File: config.mk
export PLATFORM = sky130hd
export DESIGN_NAME = hbm_write_port
export DESIGN_NICKNAME = d
export VERILOG_FILES = /design/src/rtl/hbm_write_port.sv
export SDC_FILE = /design/constraint.sdc
export NUM_CORES = 1
export LEC_CHECK = 0
export BUFFER_PORTS_ARGS = -buffer_cell sky130_fd_sc_hd__buf_2
export CAP_MARGIN = 10
export CORE_AREA = 2 2 438 440
export CTS_CLUSTER_SIZE = 12
export DETAILED_ROUTE_END_ITERATION = 12
export DIE_AREA = 0 0 440 442
export PLACE_DENSITY = 0.3
export SLEW_MARGIN = 20
export SYNTH_ARGS = -nofsm -noshare
export SYNTH_HDL_FRONTEND = slang
export SYNTH_SLANG_ARGS = --single-unit
File: constraint.sdc
create_clock -name clk -period 3.3 [get_ports clk]
set_input_delay 0.33 -clock clk [delete_from_list [all_inputs] [get_ports clk]]
set_output_delay 0.33 -clock clk [all_outputs]
set_load 0.1 [all_outputs]
File: src/rtl/hbm_write_port.sv
// AXI4 write initiator: streams a contiguous [start_addr, end_addr) region of
// DATA_WIDTH beats into HBM as INCR bursts of up to BURST_LEN beats, one in flight.
module hbm_write_port #(
    parameter int BURST_LEN  = 64,
    parameter int ID_WIDTH   = 32,
    parameter int ADDR_WIDTH = 32,
    parameter int DATA_WIDTH = 256
) (
    input  logic                    clk,
    input  logic                    rst,
    input  logic                    start,
    input  logic [ADDR_WIDTH-1:0]   start_addr,
    input  logic [ADDR_WIDTH-1:0]   end_addr,
    output logic                    busy,
    output logic                    done,
    output logic                    error,
    input  logic [DATA_WIDTH-1:0]   s_data,
    input  logic                    s_valid,
    output logic                    s_ready,
    output logic [ID_WIDTH-1:0]     m_axi_awid,
    output logic [ADDR_WIDTH-1:0]   m_axi_awaddr,
    output logic [7:0]              m_axi_awlen,
    output logic [2:0]              m_axi_awsize,
    output logic [1:0]              m_axi_awburst,
    output logic                    m_axi_awvalid,
    input  logic                    m_axi_awready,
    output logic [DATA_WIDTH-1:0]   m_axi_wdata,
    output logic [DATA_WIDTH/8-1:0] m_axi_wstrb,
    output logic                    m_axi_wlast,
    output logic                    m_axi_wvalid,
    input  logic                    m_axi_wready,
    input  logic [ID_WIDTH-1:0]     m_axi_bid,
    input  logic [1:0]              m_axi_bresp,
    input  logic                    m_axi_bvalid,
    output logic                    m_axi_bready,
    output logic [ID_WIDTH-1:0]     m_axi_arid,
    output logic [ADDR_WIDTH-1:0]   m_axi_araddr,
    output logic [7:0]              m_axi_arlen,
    output logic [2:0]              m_axi_arsize,
    output logic [1:0]              m_axi_arburst,
    output logic                    m_axi_arlock,
    output logic [3:0]              m_axi_arcache,
    output logic [2:0]              m_axi_arprot,
    output logic [3:0]              m_axi_arqos,
    output logic                    m_axi_arvalid,
    input  logic                    m_axi_arready,
    input  logic [ID_WIDTH-1:0]     m_axi_rid,
    input  logic [DATA_WIDTH-1:0]   m_axi_rdata,
    input  logic [1:0]              m_axi_rresp,
    input  logic                    m_axi_rlast,
    input  logic                    m_axi_rvalid,
    output logic                    m_axi_rready
);

    localparam int BYTES     = DATA_WIDTH / 8;
    localparam int SIZE_LOG2 = $clog2(BYTES);
    localparam int LEN_W     = $clog2(BURST_LEN + 1);

    typedef enum logic [2:0] {
        ST_IDLE = 3'd0,
        ST_ADDR = 3'd1,
        ST_DATA = 3'd2,
        ST_RESP = 3'd3,
        ST_DONE = 3'd4
    } state_t;

    state_t                  state_q, state_d;
    logic [ADDR_WIDTH-1:0]   cur_addr_q, cur_addr_d;
    logic [ADDR_WIDTH-1:0]   rem_beats_q, rem_beats_d;
    logic [LEN_W-1:0]        len_q, len_d;
    logic [LEN_W-1:0]        beat_cnt_q, beat_cnt_d;
    logic                    error_q, error_d;
    logic                    busy_q, busy_d;
    logic                    done_q, done_d;
    logic                    awvalid_q, awvalid_d;

    logic [ADDR_WIDTH-1:0]   span_s;
    logic [ADDR_WIDTH-1:0]   req_beats_s;
    logic                    in_data_s;
    logic                    last_beat_s;
    logic                    w_hs_s;

    // Beats in the next burst: whole BURST_LEN, or whatever is left at the tail.
    function automatic logic [LEN_W-1:0] clip_len(input logic [ADDR_WIDTH-1:0] rem);
        logic [LEN_W-1:0] r;
        if (rem >= ADDR_WIDTH'(BURST_LEN)) begin
            r = LEN_W'(BURST_LEN);
        end else begin
            r = rem[LEN_W-1:0];
        end
        return r;
    endfunction

    // Request size in beats; an empty or inverted range means nothing to write.
    always_comb begin
        span_s      = end_addr - start_addr;
        req_beats_s = {ADDR_WIDTH{1'b0}};
        if (end_addr > start_addr) begin
            req_beats_s = span_s >> SIZE_LOG2;
        end else begin
            req_beats_s = {ADDR_WIDTH{1'b0}};
        end
    end

    assign in_data_s   = (state_q == ST_DATA);
    assign last_beat_s = (beat_cnt_q == (len_q - LEN_W'(1)));
    assign w_hs_s      = in_data_s && s_valid && m_axi_wready;

    // Next-state and datapath updates for the burst sequencer.
    always_comb begin
        state_d     = state_q;
        cur_addr_d  = cur_addr_q;
        rem_beats_d = rem_beats_q;
        len_d       = len_q;
        beat_cnt_d  = beat_cnt_q;
        error_d     = error_q;
        case (state_q)
            ST_IDLE: begin
                if (start) begin
                    cur_addr_d  = start_addr;
                    rem_beats_d = req_beats_s;
                    error_d     = 1'b0;
                    if (req_beats_s == {ADDR_WIDTH{1'b0}}) begin
                        state_d = ST_DONE;
                    end else begin
                        state_d = ST_ADDR;
                        len_d   = clip_len(req_beats_s);
                    end
                end else begin
                    state_d = ST_IDLE;
                end
            end
            ST_ADDR: begin
                if (m_axi_awready) begin
                    state_d    = ST_DATA;
                    beat_cnt_d = {LEN_W{1'b0}};
                end else begin
                    state_d = ST_ADDR;
                end
            end
            ST_DATA: begin
                if (w_hs_s) begin
                    beat_cnt_d = beat_cnt_q + LEN_W'(1);
                    if (last_beat_s) begin
                        state_d = ST_RESP;
                    end else begin
                        state_d = ST_DATA;
                    end
                end else begin
                    state_d = ST_DATA;
                end
            end
            ST_RESP: begin
                if (m_axi_bvalid) begin
                    error_d     = error_q | m_axi_bresp[1];
                    rem_beats_d = rem_beats_q - ADDR_WIDTH'(len_q);
                    cur_addr_d  = cur_addr_q + (ADDR_WIDTH'(len_q) << SIZE_LOG2);
                    if (rem_beats_d == {ADDR_WIDTH{1'b0}}) begin
                        state_d = ST_DONE;
                    end else begin
                        state_d = ST_ADDR;
                        len_d   = clip_len(rem_beats_d);
                    end
                end else begin
                    state_d = ST_RESP;
                end
            end
            ST_DONE: begin
                state_d = ST_IDLE;
            end
            default: begin
                state_d = ST_IDLE;
            end
        endcase
        busy_d    = (state_d == ST_ADDR) || (state_d == ST_DATA) || (state_d == ST_RESP);
        done_d    = (state_d == ST_DONE);
        awvalid_d = (state_d == ST_ADDR);
    end

    // State and datapath registers; reset abandons any burst in flight.
    always_ff @(posedge clk) begin
        if (rst) begin
            state_q     <= ST_IDLE;
            cur_addr_q  <= {ADDR_WIDTH{1'b0}};
            rem_beats_q <= {ADDR_WIDTH{1'b0}};
            len_q       <= {LEN_W{1'b0}};
            beat_cnt_q  <= {LEN_W{1'b0}};
            error_q     <= 1'b0;
            busy_q      <= 1'b0;
            done_q      <= 1'b0;
            awvalid_q   <= 1'b0;
        end else begin
            state_q     <= state_d;
            cur_addr_q  <= cur_addr_d;
            rem_beats_q <= rem_beats_d;
            len_q       <= len_d;
            beat_cnt_q  <= beat_cnt_d;
            error_q     <= error_d;
            busy_q      <= busy_d;
            done_q      <= done_d;
            awvalid_q   <= awvalid_d;
        end
    end

    assign busy  = busy_q;
    assign done  = done_q;
    assign error = error_q;

    assign m_axi_awid    = {ID_WIDTH{1'b0}};
    assign m_axi_awaddr  = cur_addr_q;
    assign m_axi_awlen   = 8'(len_q - LEN_W'(1));
    assign m_axi_awsize  = 3'(SIZE_LOG2);
    assign m_axi_awburst = 2'b01;
    assign m_axi_awvalid = awvalid_q;

    // W channel is a straight pass-through of the stream while a burst's data phase is open.
    assign m_axi_wdata  = s_data;
    assign m_axi_wstrb  = {(DATA_WIDTH/8){1'b1}};
    assign m_axi_wvalid = in_data_s && s_valid;
    assign m_axi_wlast  = in_data_s && last_beat_s;
    assign s_ready      = in_data_s && m_axi_wready;
    assign m_axi_bready = (state_q == ST_RESP);

    assign m_axi_arid    = {ID_WIDTH{1'b0}};
    assign m_axi_araddr  = {ADDR_WIDTH{1'b0}};
    assign m_axi_arlen   = 8'd0;
    assign m_axi_arsize  = 3'd0;
    assign m_axi_arburst = 2'd0;
    assign m_axi_arlock  = 1'b0;
    assign m_axi_arcache = 4'd0;
    assign m_axi_arprot  = 3'd0;
    assign m_axi_arqos   = 4'd0;
    assign m_axi_arvalid = 1'b0;
    assign m_axi_rready  = 1'b0;

    logic unused_s;
    assign unused_s = ^{m_axi_bid, m_axi_bresp[0], m_axi_arready, m_axi_rid,
                        m_axi_rdata, m_axi_rresp, m_axi_rlast, m_axi_rvalid};

endmodule

# == Word level (Yosys, flattened, before mapping) ==
# Cells that the tools add are included.
# W data, S select, Z words.
# classes
addsub,6
multipliers,0
n_bitwise,1
mux,28
div,0
shift,0
reduce_logical,14
magnitude_cmp,3
n_eq_ne,14
# op_table
operator,count
$mux W32,4
$pmux W32 S2,2
$logic_not A32 Y1,2
$mux W7,8
$add A32 B12 Y32,1
$ge A32 B7 Y1 const B,1
$gt A32 B32 Y1,1
$sub A32 B32 Y32,1
$sub A32 B7 Y32,1
$pmux W7 S2,2
$ge A27 B7 Y1 const B,1
$mux W27,1
$mux W3,5
$eq A3 B2 Y1 const B,4
$pmux W3 S4,1
$ne A2 B2 Y1 const B,5
$sub A7 B1 Y8 const B,1
$add A7 B1 Y7 const B,1
$eq A7 B7 Y1,1
$sub A7 B1 Y7 const B,1
$eq A3 B1 Y1 const B,2
$reduce_and A3 Y1,2
$reduce_and A5 Y1,1
$logic_and A1 B1 Y1,4
other kinds (9),13
# word_totals
latchBits,0
register_bits,85
elab_cells,75
ram_bits,0
mem_count,0
romBits,0
out_inout_bits,464
input_bits,654

# == Logic depth before layout (Yosys ltp) ==
# logic_depth
depth_word,9
mapped_depth,16
ltp_nobuf,15

# == Worst setup path before layout ==
# OpenSTA, ideal clock, no wires.
# synth_timing
path_kind,flip-flop to output port
start,register len_q[0]
end,output port m_axi_wlast
path_slack_ps,-2889
n_path_buf,0
path_stages_with_launch,8
arrival_time_ps,5859
t_required_ps,2970
path_cell_list,dfxtp_1 > inv_1 > ha_1 > and3_1 > xnor2_1 > xor2_1 > or4_1 > nor3_1
# synth_via
elab_chain_len,3
# synth_lines
item,line_no,text
from (decl),70,"logic [LEN_W-1:0] len_q, len_d;"
from (signal assigned),186,len_q <= {LEN_W{1'b0}};
from (signal assigned),196,len_q <= len_d;
$sub A7 B1 Y7,106,assign last_beat_s = (beat_cnt_q == (len_q - LEN_W'(1)));
$eq A7 B7 Y1,106,
$logic_and A1 B1 Y1,220,assign m_axi_wlast = in_data_s && last_beat_s;
to (decl),29,"output logic m_axi_wlast,"
# No other way between the ends.

# == Final worst setup path ==
# layout_timing
start,register rem_beats_q[0]
end,register len_q[4]
# layout_via
elab_chain_len,6
word_cells_on_any_way,9
cone_classes,add/sub: 1; order compare: 1; eq/ne: 1; mux: 4; reduce/logical: 2
# layout_lines
item,line_no,text
from (decl),69,"logic [ADDR_WIDTH-1:0] rem_beats_q, rem_beats_d;"
from (signal assigned),185,rem_beats_q <= {ADDR_WIDTH{1'b0}};
from (signal assigned),195,rem_beats_q <= rem_beats_d;
$sub A32 B7 Y32 *,156,rem_beats_d = rem_beats_q - ADDR_WIDTH'(len_q);
$ge A32 B7 Y1,86,if (rem >= ADDR_WIDTH'(BURST_LEN)) begin
$mux W7,86,
$mux W7,158,if (rem_beats_d == {ADDR_WIDTH{1'b0}}) begin
$mux W7,154,if (m_axi_bvalid) begin
$pmux W7 S2,117,case (state_q)
# Mark *: on every way between the ends. The rest lies on a longest branch, timed or not. The select of a mux whose other input is x is not followed.
# A chain may end at the register's enable or synchronous reset.

==> impl_metrics.py <==
metrics = {
    "sta": {
        "fmax_ghz": 0.295,
        "period_share_pct": 103,
        "hold_slack_ns": 0.187,
        "setup_viol": 11,
        "rsz0062_at_grt": "true",
        "worst_slew_pin_slew_ns": 0.930,
        "finClkSkew_ns": 0.0107,
        "postLayoutSetupSlackWorst_ns": -0.0854,
        "slew_violations": 0,
        "hold_violations": 0,
        "relSlewSlack_pct": 38.0,
        "period_needed_ns": 3.39,
    },
    "die": {
        "start_util_pct": 5.68,
        "die_h_um": 442,
        "rows": 160,
        "die_w_um": 440,
        "dieArea_mm2": 0.194,
        "core-area_mm2": 0.190,
        "ios": 1118,
    },
    "placed_design": {
        "hpwl_mm": 55.2,
        "port_buffers": 119,
        "gp_congestion": 0.775,
        "dp_cells": 4094,
    },
    "route": {
        "ant_nets": 0,
        "routed_via_density": 2.52,
        "wirelength_mm": 64.3,
        "drc": 0,
        "firstDrtPassIters": 6,
        "vias": 10468,
        "drt_iter0_drc": 477,
        "wl_per_cell_um": 15.5,
    },
    "cells_and_area": {
        "fin_util_pct": 8.09,
        "multi_input_area_mm2": 0.00687,
        "layout_commonest_cell": "buf_4",
        "fin_cells": 4146,
        "synthToLayoutAreaGrowth_pct": 42.3,
        "final_cell_mix": "buf_4 (306), conb_1 (160), nor2_1 (118)",
        "register_area_mm2": 0.00171,
        "drive_gt1_share_pct": 37.4,
        "nets": 2328,
        "fillers": 22271,
    },
    "worst_setup_path": {
        "crit_type": "reg2reg",
        "cp_max_fo": 5,
        "crit_arrival_ns": 3.71,
        "path_delay_family": "compound AO/OA/AOI/OAI gates",
        "cp_common_cell": "inv_2",
        "slowest_delay_ns": 0.57,
        "end_kind": "register",
        "path_buf_inv": 3,
        "crit_chain": "inv_2, ha_4, inv_2, fa_2, a21oi_2, o211ai_1, a21o_1, nor3_2, xnor2_2, nand4_1, or4b_4, o21ba_4, a2bb2oi_2, buf_6, o21ai_2",
        "worstPathRequired_ns": 3.63,
        "critical_path.slowest_cell": "or4b_4",
        "critPathLaunchType": "register",
    },
    "power": {
        "combPwrFrac_pct": 62.2,
        "p_int_uw": 3030,
        "seqPwrFrac_pct": 19.2,
        "clockPowerShare_pct": 18.6,
        "switchingPower_uw": 3130,
        "power.density_mw_per_mm2": 402,
        "leakagePower_uw": 0.00578,
        "netSwitchingFraction_pct": 50.9,
        "ir_worst_vdd_v": 0.000319,
        "total_power_uw": 6160,
    },
    "global_route": {
        "grt_pass1_vias": 10296,
        "grtUsageMet3_pct": 2.54,
        "antenna_found_initial": 26,
        "grt.met2_usage_pct": 11.3,
        "grt_overflow": 0,
        "grtUsageMet1_pct": 5.87,
        "gr-max-usage-layer": "met2",
        "track_usage_pct": 6.34,
        "grt_pass1_wl_mm": 84.6,
        "grt_max_degree": 65,
    },
    "yosys": {
        "synth_warnings": 0,
        "seq_area_frac_synth_pct": 15.8,
        "synth_top_cell_by_area": "buf_4",
        "syn_avg_cell_area_um2": 7.27,
        "synth_top_area_share_pct": 29.1,
        "synthCells": 1482,
        "synth_edf_count": 0,
        "ys_seq_elements": 85,
        "netlist_area_mm2": 0.0108,
        "synth_top_cells_by_area": "buf_4 (29%), dfxtp_1 (16%), ha_1 (5.6%), nor2_1 (4.4%), nand2_1 (4.2%)",
        "synth_ff_type": "dfxtp_1",
        "async_flop_share_pct": 0,
        "synth_cell_type_count": 83,
    },
    "clock_network": {
        "cts.htree.levels": 3,
        "numCtsBuffers": 9,
        "clkTransAtPathRegs_ns": 0.07,
        "clock_latency_ns": 0.40,
        "cts.sinks": 85,
        "ctsRootBufferMaster": "clkbuf_16",
        "cts_tree": "done",
        "clockBufferDepth": 2,
    },
    "worst_hold_path": {
        "hp-class": "in2reg",
    },
    "job": {
        "maxCapViolations": 0,
    },
    "run_status": {
        "violations": "negative setup slack",
        "status": "finished with violations",
    },
}
==> layout make-up <==
cell class,count,area share [%]
Tap cell,2511,20.5
Inverter,58,1.46
Clock buffer,12,1.61
Sequential cell,85,11.2
Timing Repair Buffer,437,20.1
Clock inverter,4,0.310
Multi-Input combinational cell,1033,44.8
Antenna cell,6,0.0979
==> metrics by stage <==
stage	setup WS (ns)	TNS [ns]	cell area (µm²)
after floorplan	-0.467	-0.695	11500
after global placement	-0.845	-14.68	14100
final	-0.0854	-0.580	15300
after detailed placement	-0.840	-14.27	14100
after global routing	-0.210	-2.12	15300
after CTS	-0.0570	-0.389	14800
==> what timing repair did <==
item,4_1_cts,5_1_grt
pin swaps,27,30
gates resized for setup,62,94
hold buffers,0,0
buffers inserted,20,10
endpoints found under the setup margin,17,23
==> cell families after synthesis <==
family / synth area share (%)
buffers and inverters: 33.0
and+or+nand+nor: 21.4
AOI/OAI and AO/OA: 19.9
DFF: 15.8
adders and majority gates: 5.95
xor gates and xnor gates: 3.58
muxes: 0.395
other: 0.0697
==> routing by layer <==
| layer | up-vias | part of all wire (%) |
|---|---|---|
| met5 | - | 0.058 |
| met4 | 6 | 7.1 |
| met3 | 249 | 9.9 |
| met2 | 405 | 50 |
| met1 | 4909 | 33 |
| li1 | 4899 | - |
==> final timing paths <==
path	start	endpoint	slack (ns)	cells past startpoint
setup / recovery	rem_beats_q[0]	len_q[4]	-0.09	15
hold / removal	start_addr[0]	m_axi_awaddr[0]	0.19	3
setup reg to reg	rem_beats_q[0]	len_q[4]	-0.09	15
hold reg to reg	m_axi_awaddr[0]	m_axi_awaddr[0]	0.46	2
==> synth_stat cells (all sizes together), types with 5 or more instances <==
cell,number
buf,436
nor2,126
nand2,121
a21oi,89
dfxtp,85
o21ai,81
inv,58
nor3,49
ha,48
nor4,32
clkbuf,28
nand3,28
a221oi,27
nand4,26
xor2,23
xnor2,21
a21o,18
a211oi,17
a22oi,14
nor2b,14
and3,13
and2,12
o211ai,10
or3,10
a31oi,9
or2,6
a221o,5
a311oi,5
==> sequential cells by signal, indices dropped and copies added (netlist names) <==
name           flops
m_axi_awaddr      32
rem_beats_q       32
beat_cnt_q         7
len_q              7
state_q            3
busy               1
done               1
error              1
m_axi_awvalid      1
==> worst reg2reg max path, stage by stage, from the launching register on <==
cell and delay, ns:
dfxtp_2 0.32, inv_2 0.07, ha_4 0.13, inv_2 0.03, fa_2 0.36, a21oi_2 0.19
o211ai_1 0.25, a21o_1 0.27, nor3_2 0.24, xnor2_2 0.16, nand4_1 0.13, or4b_4 0.57
o21ba_4 0.22, a2bb2oi_2 0.15, buf_6 0.14, o21ai_2 0.10
==> power by group through the flow <==
| stage | clock (µW) | sequential (µW) | combinational, µW |
|---|---|---|---|
| 6_report | 1150 | 1180 | 3830 |
| 3_3_place_gp | 0 | 1210 | 3550 |
| 3_5_place_dp | 0 | 1200 | 3520 |
| 2_1_floorplan | 0 | 1450 | 3520 |
| 4_1_cts | 1220 | 1180 | 3720 |
| 5_1_grt | 1230 | 1200 | 4090 |
Power figures use the tool's default switching activity.
